`src/rtl/hash_arb_pkg.sv`:
```
// Shared types and helpers for hash_req_arbiter: command opcodes, command width
// and the requester-ID type used for response steering tags.
package hash_arb_pkg;

  typedef enum logic [1:0] {
    OP_NOP    = 2'b00,
    OP_LOOKUP = 2'b01,
    OP_INSERT = 2'b10,
    OP_DELETE = 2'b11
  } op_e;

  localparam int DEF_NUM_REQ = 4;
  localparam int REQ_ID_W    = (DEF_NUM_REQ > 1) ? $clog2(DEF_NUM_REQ) : 1;

  typedef logic [REQ_ID_W-1:0] req_id_t;

  function automatic int cmd_width(input int key_width, input int data_width);
    return 2 + key_width + data_width;
  endfunction

  function automatic int id_width(input int num_req);
    return (num_req > 1) ? $clog2(num_req) : 1;
  endfunction

endpackage

```
`src/rtl/hash_arb_tag_fifo.sv`:
```
// In-order FIFO of requester IDs; one tag per issued table command.
// DEPTH must be a power of two so the pointers wrap naturally.
module hash_arb_tag_fifo #(
  parameter  int W     = 2,
  parameter  int DEPTH = 8,
  localparam int AW    = $clog2(DEPTH)
) (
  input  logic          clk,
  input  logic          rst_n,
  input  logic          push,
  input  logic [W-1:0]  din,
  input  logic          pop,
  output logic [W-1:0]  dout,
  output logic          full,
  output logic          empty,
  output logic [AW:0]   count
);

  logic [W-1:0]  mem [DEPTH];
  logic [AW-1:0] wr_ptr, rd_ptr;
  logic [AW:0]   cnt;
  logic          do_push, do_pop;

  assign full    = (cnt == (AW+1)'(DEPTH));
  assign empty   = (cnt == '0);
  assign count   = cnt;
  assign dout    = mem[rd_ptr];
  assign do_push = push && !full;
  assign do_pop  = pop && !empty;

  // Storage needs no reset: entries are only read once counted valid.
  always_ff @(posedge clk) begin
    if (do_push) mem[wr_ptr] <= din;
  end

  always_ff @(posedge clk or negedge rst_n) begin
    if (!rst_n) begin
      wr_ptr <= '0;
      rd_ptr <= '0;
      cnt    <= '0;
    end else begin
      if (do_push) wr_ptr <= wr_ptr + AW'(1);
      if (do_pop)  rd_ptr <= rd_ptr + AW'(1);
      case ({do_push, do_pop})
        2'b10:   cnt <= cnt + (AW+1)'(1);
        2'b01:   cnt <= cnt - (AW+1)'(1);
        default: cnt <= cnt;
      endcase
    end
  end

endmodule

```
`src/rtl/hash_req_arbiter.sv`:
```
// Round-robin sharing of one hash-table command port among NUM_REQ requesters,
// with in-order tag steering of responses. Optional HASH_ARB_STATS_EN adds counters.
module hash_req_arbiter
  import hash_arb_pkg::*;
#(
  parameter  int KEY_WIDTH    = 32,
  parameter  int DATA_WIDTH   = 30,
  parameter  int NUM_REQ      = 4,
  parameter  int MAX_INFLIGHT = 8,
  localparam int CMD_W        = cmd_width(KEY_WIDTH, DATA_WIDTH),
  localparam int IDW          = id_width(NUM_REQ),
  localparam int CW           = $clog2(MAX_INFLIGHT) + 1
) (
  input  logic                            clk,
  input  logic                            rst_n,
  input  logic [NUM_REQ-1:0]              req_valid_i,
  output logic [NUM_REQ-1:0]              req_ready_o,
  input  logic [NUM_REQ-1:0][CMD_W-1:0]   req_data_i,
  output logic [NUM_REQ-1:0]              rsp_valid_o,
  input  logic [NUM_REQ-1:0]              rsp_ready_i,
  output logic [CMD_W-1:0]                rsp_data_o,
  output logic                            tbl_valid_o,
  output logic [CMD_W-1:0]                tbl_data_o,
  input  logic                            tbl_ready_i,
  input  logic                            tbl_valid_i,
  input  logic [CMD_W-1:0]                tbl_data_i,
  output logic                            tbl_ready_o,
  output logic                            err_o
`ifdef HASH_ARB_STATS_EN
  ,
  output logic [31:0]                     stat_issued_o,
  output logic [31:0]                     stat_stall_o
`endif
);

  localparam logic [IDW:0]   NREQ = (IDW+1)'(NUM_REQ);
  localparam logic [IDW-1:0] LAST = IDW'(NUM_REQ - 1);

  logic [IDW-1:0]  rr, winner, head;
  logic            found, grant, push, pop;
  logic            slot_vld, slot_free, win_nop;
  logic [CMD_W-1:0] slot_data, win_cmd;
  logic            tag_full, tag_empty, tag_any;
  logic [CW-1:0]   tag_count;
  op_e             win_op;

  // First valid requester at or after rr, scanning with wrap.
  always_comb begin
    logic [IDW:0] sum;
    found  = 1'b0;
    winner = '0;
    sum    = '0;
    for (int i = 0; i < NUM_REQ; i++) begin
      sum = {1'b0, rr} + (IDW+1)'(i);
      if (sum >= NREQ) sum = sum - NREQ;
      if (!found && req_valid_i[sum[IDW-1:0]]) begin
        found  = 1'b1;
        winner = sum[IDW-1:0];
      end
    end
  end

  assign win_cmd   = req_data_i[winner];
  assign win_op    = op_e'(win_cmd[CMD_W-1 -: 2]);
  assign win_nop   = (win_op == OP_NOP);
  assign slot_free = !slot_vld || tbl_ready_i;
  // NOPs never occupy a tag, so a full FIFO does not block them.
  assign grant     = found && slot_free && (win_nop || !tag_full);
  assign push      = grant && !win_nop;

  always_comb begin
    req_ready_o = '0;
    if (grant) req_ready_o[winner] = 1'b1;
  end

  always_ff @(posedge clk or negedge rst_n) begin
    if (!rst_n) begin
      rr        <= '0;
      slot_vld  <= 1'b0;
      slot_data <= '0;
    end else begin
      if (grant) rr <= (winner == LAST) ? '0 : winner + IDW'(1);
      if (push) begin
        slot_vld  <= 1'b1;
        slot_data <= win_cmd;
      end else if (tbl_ready_i) begin
        slot_vld  <= 1'b0;
      end
    end
  end

  assign tbl_valid_o = slot_vld;
  assign tbl_data_o  = slot_data;

  hash_arb_tag_fifo #(
    .W     (IDW),
    .DEPTH (MAX_INFLIGHT)
  ) u_tags (
    .clk   (clk),
    .rst_n (rst_n),
    .push  (push),
    .din   (winner),
    .pop   (pop),
    .dout  (head),
    .full  (tag_full),
    .empty (tag_empty),
    .count (tag_count)
  );

  assign tag_any    = (tag_count != '0);
  assign rsp_data_o = tbl_data_i;

  // With no outstanding tag the response has no owner: accept and drop it.
  always_comb begin
    rsp_valid_o = '0;
    tbl_ready_o = 1'b1;
    pop         = 1'b0;
    if (tag_any) begin
      rsp_valid_o[head] = tbl_valid_i;
      tbl_ready_o       = rsp_ready_i[head];
      pop               = tbl_valid_i && rsp_ready_i[head];
    end
  end

  always_ff @(posedge clk or negedge rst_n) begin
    if (!rst_n)                        err_o <= 1'b0;
    else if (tag_empty && tbl_valid_i) err_o <= 1'b1;
  end

`ifdef HASH_ARB_STATS_EN
  always_ff @(posedge clk or negedge rst_n) begin
    if (!rst_n) begin
      stat_issued_o <= '0;
      stat_stall_o  <= '0;
    end else begin
      if (tbl_valid_o && tbl_ready_i) stat_issued_o <= stat_issued_o + 32'd1;
      if (|req_valid_i && !grant)     stat_stall_o  <= stat_stall_o + 32'd1;
    end
  end
`endif

endmodule

```
`config.mk`:
```
export PLATFORM = sky130hd
export DESIGN_NAME = hash_req_arbiter
export DESIGN_NICKNAME = d
export VERILOG_FILES = /design/src/rtl/hash_arb_pkg.sv /design/src/rtl/hash_arb_tag_fifo.sv /design/src/rtl/hash_req_arbiter.sv
export SDC_FILE = /design/constraint.sdc
export NUM_CORES = 1
export LEC_CHECK = 0
export CORE_AREA = 5 5 182 184
export CTS_CLUSTER_SIZE = 25
export DETAILED_ROUTE_END_ITERATION = 8
export DIE_AREA = 0 0 187 189
export MAX_ROUTING_LAYER = met4
export PLACE_DENSITY = 0.6
export SLEW_MARGIN = 10
export SYNTH_ARGS = -nofsm -noshare
export SYNTH_HDL_FRONTEND = slang
export SYNTH_SLANG_ARGS = --single-unit
```
`constraint.sdc`:
```
create_clock -name clk -period 8.4 [get_ports clk]
set_input_delay 2.52 -clock clk [delete_from_list [all_inputs] [get_ports clk]]
set_output_delay 2.52 -clock clk [all_outputs]
set_load 0.005 [all_outputs]
```
==> summary.md, run 1 <==
| Metric | Value |
|---|---|
| Wire length of the first global-routing pass | `33300 um` |
| Highest metal layer with signal wires | `met4` |
| Routed wirelength normalized by instance count | `16.1 um` |
| Commonest cells post-synth | `sky130_fd_sc_hd__nand2_1, sky130_fd_sc_hd__dfrtp_1, sky130_fd_sc_hd__mux2_2, sky130_fd_sc_hd__nor2_1, sky130_fd_sc_hd__buf_4` |
| Kind of end point of the critical path | `output pin` |
| Area fraction in and, or, nand and nor cells after synthesis | `14.3%` |
| Static power due to leakage | `4.13 nW` |
| Fraction of post-synthesis cell area in the top cell type by area | `29.2%` |
| Skew final | `0.00670 ns` |
| Post-route worst hold slack | `0.466 ns` |
| Syn Inst Count | `685` |
| Clock buffers created by TritonCTS | `9` |
| VDD IR-drop max | `146 uV` |
| Synth Cell Area | `6680 sq um` |
| Inserted Diodes | `0` |
| Pin count of the biggest net entering global routing | `79` |
| Boundary Pins | `471` |
| Compound-Gate Fraction of Synth Area | `8.28%` |
| Cell at the root of the clock tree | `sky130_fd_sc_hd__clkbuf_16` |
| Tightest Hold Check Type | `register to register` |
| Share of synthesized flip-flops with an asynchronous set or reset | `83.0%` |
| PwrDens | `319 nW/um^2` |
| Headroom to the max-slew limit | `32.4%` |
| Number of nets at the end of the flow | `1280` |
| Count of hold buffers inserted by post-cts repair | `0` |
| H-Tree Level Count | `3` |
| Unrepaired setup endpoints after global routing | `no` |
| TritonCTS clock tree | `done` |
| Sequential cell area fraction in the yosys report | `36.4%` |
| Number of flops mapped to enable cells by yosys | `16` |
| Max-cap violations | `0` |
| Total routed wire length on the met1 layer | `9320 um` |
| Initial DRC Count | `136` |
| Data arrival, critical path | `5.08 ns` |
| Data required time at the worst endpoint | `5.88 ns` |
| Core area | `31200 sq um` |
| Clock Pin Slew Worst Setup and Hold Paths | `0.07 ns` |
| Area grow syn2layout | `54.2%` |
| Synthesis warning total | `0` |
| Filler-free cell count of the finished design | `1345` |
| Biggest fanout along the worst timing path | `7` |
| Post-Synthesis Net Count | `1027` |
| Max Clk Rate | `132 MHz` |
| Kind of critical path | `input port to output pin` |
| Most instantiated library cell after synthesis | `sky130_fd_sc_hd__nand2_1` |
| Clock sink count | `94` |
| Proportion of layout cells with a drive suffix above 1 | `17.4%` |
| Number of global-route vias before repair | `6098` |
| Instance count after placement with tap cells included | `1329` |
| Slew at the pin closest to its max-slew limit | `1.01 ns` |
| Worst-skew pair later-pin latency | `0.34 ns` |
| Final TNS setup | `0 ns` |
| Number of buffers inserted by port buffering | `342` |
| Status | `finished clean` |
| Total die area | `35300 sq um` |
| Overflow left after global routing | `0` |
| Routed met3 length | `1220 um` |
| Share of the clock period used by the worst path after layout | `90.5%` |
| Row count | `65` |
| Sort of element at the start of the critical path | `input port` |
| Total setup buffers inserted after CTS | `0` |
| Final hold vios | `0` |
| First-pass DRT Iterations | `4` |
| Floorplan die height | `189 um` |
| Synth area leaders | `sky130_fd_sc_hd__dfrtp_1, sky130_fd_sc_hd__mux2_2, sky130_fd_sc_hd__mux2_4` |
| Overall routing resource usage | `12.0%` |
| Synthesized-area fraction occupied by adder cells | `1.99%` |
| Final Max Slew Viols | `0` |
| Met2 wire length | `10700 um` |
| Mean number of vias per cell | `4.30` |
| Initial standard-cell utilization of the core | `21.4%` |
| # setup viols final | `0` |
| Average cell area after synthesis | `9.75 sq um` |
| DP Wirelength | `17000 um` |
| Number of antenna violations at the first check in global routing | `0` |
| Largest family of logic cells by synthesized area | `multiplexers` |
| WL final | `21600 um` |
| Maximum number of buffers from clock root to sink | `2` |
| Number of distinct library cells after synthesis | `44` |
| DRC Markers | `0` |
| Synth Area in XOR/XNOR | `1.05%` |
| Total of fill cells in the finished design | `3271` |
| Antenna violation net count after detailed routing | `0` |
| Most area-hungry cell type in the Yosys netlist | `sky130_fd_sc_hd__dfrtp_1` |
| Horizontal die dimension | `187 um` |
| Total via count after detailed routing | `5779` |
| Number of instances resized during post-cts repair | `0` |
| Main synth FF type | `sky130_fd_sc_hd__dfrtp_1` |
| Flops & latches, synth | `94` |
| Minimum period implied by the final worst setup slack | `7.60 ns` |
| Share of synthesized area spent on multiplexers | `26.9%` |
| Routability cong. | `0.819` |
-- final timing paths --
path                           startpoint               to  slack, ns  depth (start not counted)
min reg2reg                         err_o            err_o       0.47                          1
min in group asynchronous           rst_n   tbl_data_o[15]       2.35                          1
max                        req_valid_i[3]   req_ready_o[1]       0.80                          8
max reg2reg                         rr[1]  u_tags.count[3]       4.78                         15
min                                 err_o            err_o       0.47                          1
max in group asynchronous           rst_n   tbl_data_o[44]       5.39                          1
-- per-layer routing --
| metal | up-vias | GRT usage [%] |
|---|---|---|
| li1 | 2814 | - |
| met1 | 2720 | 14.4 |
| met2 | 215 | 20.1 |
| met3 | 30 | 3.23 |
| met4 | 0 | 3.41 |
| met5 | - | - |
-- cell usage in the layout, fill, tap and decap left out, drive strengths merged, types with 2 or more instances in the layout --
cell type / Yosys / layout
nor2b: 2 / 2
nand2: 134 / 134
xnor2: 4 / 4
nor2: 69 / 69
mux2: 128 / 128
mux2i: 7 / 7
nand3: 8 / 8
a21oi: 2 / 2
edfxtp: 16 / 16
a31oi: 62 / 62
clkinv: 0 / 2
o21ai: 10 / 10
nand2b: 3 / 3
clkbuf: 20 / 10
bufinv: 0 / 2
inv: 9 / 11
nor4b: 4 / 4
mux4: 4 / 4
nor3: 3 / 3
and2: 4 / 4
ha: 9 / 9
o21a: 2 / 2
dfrtp: 78 / 78
nor4: 3 / 3
a21o: 2 / 2
buf: 87 / 8
xor2: 4 / 4
clkdlybuf4s50: 0 / 341
-- power by group --
group          switching [mW]  internal (mW)  leakage [nW]
clock network           0.185          0.264         0.157
logic                   0.837           1.15          2.93
registers               0.149          0.697          1.04
total                    1.17           2.11          4.13
-- worst max-delay path, cell delays in order --
cell	delay [ns]
sky130_fd_sc_hd__clkdlybuf4s50_1	0.57
sky130_fd_sc_hd__mux2i_1	0.16
sky130_fd_sc_hd__a221oi_4	0.40
sky130_fd_sc_hd__nand3_1	0.18
sky130_fd_sc_hd__a22oi_2	0.33
sky130_fd_sc_hd__o21a_1	0.26
sky130_fd_sc_hd__and2_1	0.15
sky130_fd_sc_hd__clkdlybuf4s50_1	0.51
-- state kept, by name (all words and copies together), names as in the netlist --
name,cells
err_o,1
rr,2
tbl_data_o,64
tbl_valid_o,1
u_tags.count,4
u_tags.mem,16
u_tags.rd_ptr,3
u_tags.wr_ptr,3
-- final cells by class --
type | count | area (sq um) | share of cell area [%]
multi-input cells | 475 | 3530 | 34.3
clock inverters | 6 | 92.6 | 0.899
inverters | 9 | 33.8 | 0.328
repair buffers | 349 | 3470 | 33.7
well taps | 402 | 503 | 4.89
flip-flops and latches | 94 | 2430 | 23.6
clock buffers | 10 | 229 | 2.22
-- stage by stage --
step / utilization [%] / worst slack (ns) / power (mW) / cell area, sq um
final: 33.0 / 0.796 / 3.28 / 10300
after global routing: 33.0 / 0.611 / 3.53 / 10300
after global placement: 31.9 / 0.818 / 2.85 / 9970
after CTS: 33.0 / 0.781 / 3.35 / 10300
after floorplan: - / 1.93 / 2.13 / 6680
after detailed placement: 31.9 / 0.800 / 2.87 / 9970
-- cell families (layout without fill, tap and decap cells) --
kind of cell	after synthesis	in the layout
AO/OA/AOI/OAI	84	84
XOR/XNOR	8	8
adder cells (fa/ha/maj)	10	10
buffers and inverters	116	374
flip-flops	94	94
multiplexers	139	139
AND/OR/NAND/NOR	234	234
No activity file was read; power rests on OpenSTA's default activity.
==> run 2, diff against run 1 <==
- CORE_AREA: 5 5 182 184 -> 2 2 185 187
- PLACE_DENSITY: 0.6 -> 0.57
==> summary.md, run 2 (synthesized netlist as in run 1, its figures left out) <==
| Metric | Value |
|---|---|
| Post-route cell area | `10400 sq um` |
| Count of hold buffers inserted by post-cts repair | `0` |
| PwrDens | `319 nW/um^2` |
| Tightest Hold Check Type | `register to register` |
| Total setup buffers inserted after CTS | `0` |
| Kind of critical path | `input port to output pin` |
| Row count | `67` |
| Routed wirelength normalized by instance count | `15.9 um` |
| Number of nets at the end of the flow | `1282` |
| Number of global-route vias before repair | `6032` |
| Commonest non-fill, non-tap cell in the layout | `sky130_fd_sc_hd__clkdlybuf4s50_1` |
| Static power due to leakage | `4.13 nW` |
| Filler-free cell count of the finished design | `1393` |
| DRC Markers | `0` |
| Clock sink count | `94` |
| Commonest non-fill, non-tap cells in the layout | `sky130_fd_sc_hd__clkdlybuf4s50_1, sky130_fd_sc_hd__nand2_1, sky130_fd_sc_hd__dfrtp_1` |
| Clock buffers created by TritonCTS | `9` |
| Hold path startpoint | `err_o` |
| Sort of element at the start of the critical path | `input port` |
| Proportion of layout cells with a drive suffix above 1 | `17.8%` |
| Share of the clock period used by the worst path after layout | `91.1%` |
| Unrepaired setup endpoints after global routing | `no` |
| Post-route worst hold slack | `0.472 ns` |
| Max FFs per register | `64` |
| Register-to-register setup slack | `4.99 ns` |
| Cell at the root of the clock tree | `sky130_fd_sc_hd__clkbuf_16` |
| WL final | `22200 um` |
| Reg2Reg Launch Point | `u_tags.rd_ptr[0]` |
| Area grow syn2layout | `55.2%` |
| Pin count of the biggest net entering global routing | `81` |
| Max-cap violations | `0` |
| Mean number of vias per cell | `4.22` |
| Floorplan die height | `189 um` |
| CP max stage delay | `0.57 ns` |
| VDD IR-drop max | `139 uV` |
| Minimum period implied by the final worst setup slack | `7.65 ns` |
| Final Max Slew Viols | `0` |
| Initial standard-cell utilization of the core | `20.1%` |
| Status | `finished clean` |
| Max Clk Rate | `131 MHz` |
| Library cell contributing the largest single delay on the critical path | `sky130_fd_sc_hd__clkdlybuf4s50_1` |
| Skew final | `0.0135 ns` |
| Routability cong. | `0.805` |
| Worst-skew pair later-pin latency | `0.35 ns` |
| Final TNS setup | `0 ns` |
| Initial DRC Count | `151` |
| H-Tree Level Count | `3` |
| # setup viols final | `0` |
| Maximum number of buffers from clock root to sink | `2` |
| Utilization after layout | `31.1%` |
| Headroom to the max-slew limit | `31.0%` |
| Critical path startpoint | `req_valid_i[3]` |
| Boundary Pins | `471` |
| Horizontal die dimension | `187 um` |
| First-pass DRT Iterations | `4` |
| Placed inst area | `10000 sq um` |
| Core area | `33300 sq um` |
| Wire length of the first global-routing pass | `33600 um` |
| Slew at the pin closest to its max-slew limit | `1.03 ns` |
| Number of buffers inserted by port buffering | `342` |
| DP Wirelength | `16800 um` |
| Data required time at the worst endpoint | `5.88 ns` |
| Final hold vios | `0` |
| Critical path buffers and inverters | `2` |
| Instance count after placement with tap cells included | `1377` |
| Data arrival, critical path | `5.13 ns` |
| Sequence of cells on the critical path | `clkdlybuf4s50_1, mux2i_1, a221oi_4, nand3_1, a22oi_2, o21a_1, and2_1, clkdlybuf4s50_1` |
| Biggest fanout along the worst timing path | `7` |
| Total die area | `35300 sq um` |
| Number of antenna violations at the first check in global routing | `0` |
| TritonCTS clock tree | `done` |
| Total via count after detailed routing | `5874` |
| Inserted Diodes | `0` |
| Cell type group with the largest total delay on the critical path | `buffers and inverters` |
| Number of instances resized during post-cts repair | `0` |
| Overall routing resource usage | `12.5%` |
| Cell type with the highest occurrence count on the critical path | `sky130_fd_sc_hd__clkdlybuf4s50_1` |
| Clock Pin Slew Worst Setup and Hold Paths | `0.08 ns` |
| Overflow left after global routing | `0` |
| Antenna violation net count after detailed routing | `0` |
| Kind of end point of the critical path | `output pin` |
## run 2: changes by cell type in the layout (fill, tap and decap cells not counted), sizes merged
cell    change
buf         +2
bufinv      -1
clkbuf      -1
clkinv      +1
inv         +1
## run 2: per-layer routing
| metal | track usage (%) | routed length (um) |
|---|---|---|
| met2 | 20.9 | 10600 |
| met4 | 4.49 | 631 |
| met1 | 14.2 | 9220 |
| met5 | - | 0 |
| met3 | 3.93 | 1710 |
## run 2: power by group
part | internal, mW | switching [mW]
sequential | 0.696 | 0.149
clock | 0.239 | 0.208
combinational | 1.15 | 0.860
## run 2: final timing paths
path | to | cells past startpoint
max | req_ready_o[1] | 8
min | err_o | 1
max reg2reg | u_tags.count[3] | 11
min reg2reg | err_o | 1
max in group asynchronous | tbl_data_o[42] | 2
min in group asynchronous | err_o | 1
## run 2: worst register-to-register path: stages (launching register included)
cell and delay [ns]:
sky130_fd_sc_hd__dfrtp_1 0.55, sky130_fd_sc_hd__mux4_2 0.57, sky130_fd_sc_hd__mux2i_2 0.37, sky130_fd_sc_hd__mux2i_1 0.34
sky130_fd_sc_hd__o22ai_2 0.20, sky130_fd_sc_hd__ha_1 0.28, sky130_fd_sc_hd__ha_1 0.28, sky130_fd_sc_hd__a21o_1 0.17
sky130_fd_sc_hd__a21oi_1 0.17, sky130_fd_sc_hd__xnor2_1 0.15, sky130_fd_sc_hd__nor2_1 0.07, sky130_fd_sc_hd__xor2_1 0.14
## run 2: through the flow
| stage | total power, mW | setup slack [ns] |
|---|---|---|
| 6_report | 3.30 | 0.748 |
| 5_1_grt | 3.56 | 0.610 |
| 3_5_place_dp | 2.90 | 0.775 |
| 4_1_cts | 3.38 | 0.770 |
| 3_3_place_gp | 2.88 | 0.840 |
| 2_1_floorplan | 2.13 | 1.93 |
## run 2: final cells by class
type,count,area [sq um]
fillers,3479,22900
multi-input cells,475,3530
repair buffers,351,3490
flip-flops and latches,94,2430
well taps,448,561
clock buffers,9,225
clock inverters,7,91.3
inverters,9,33.8
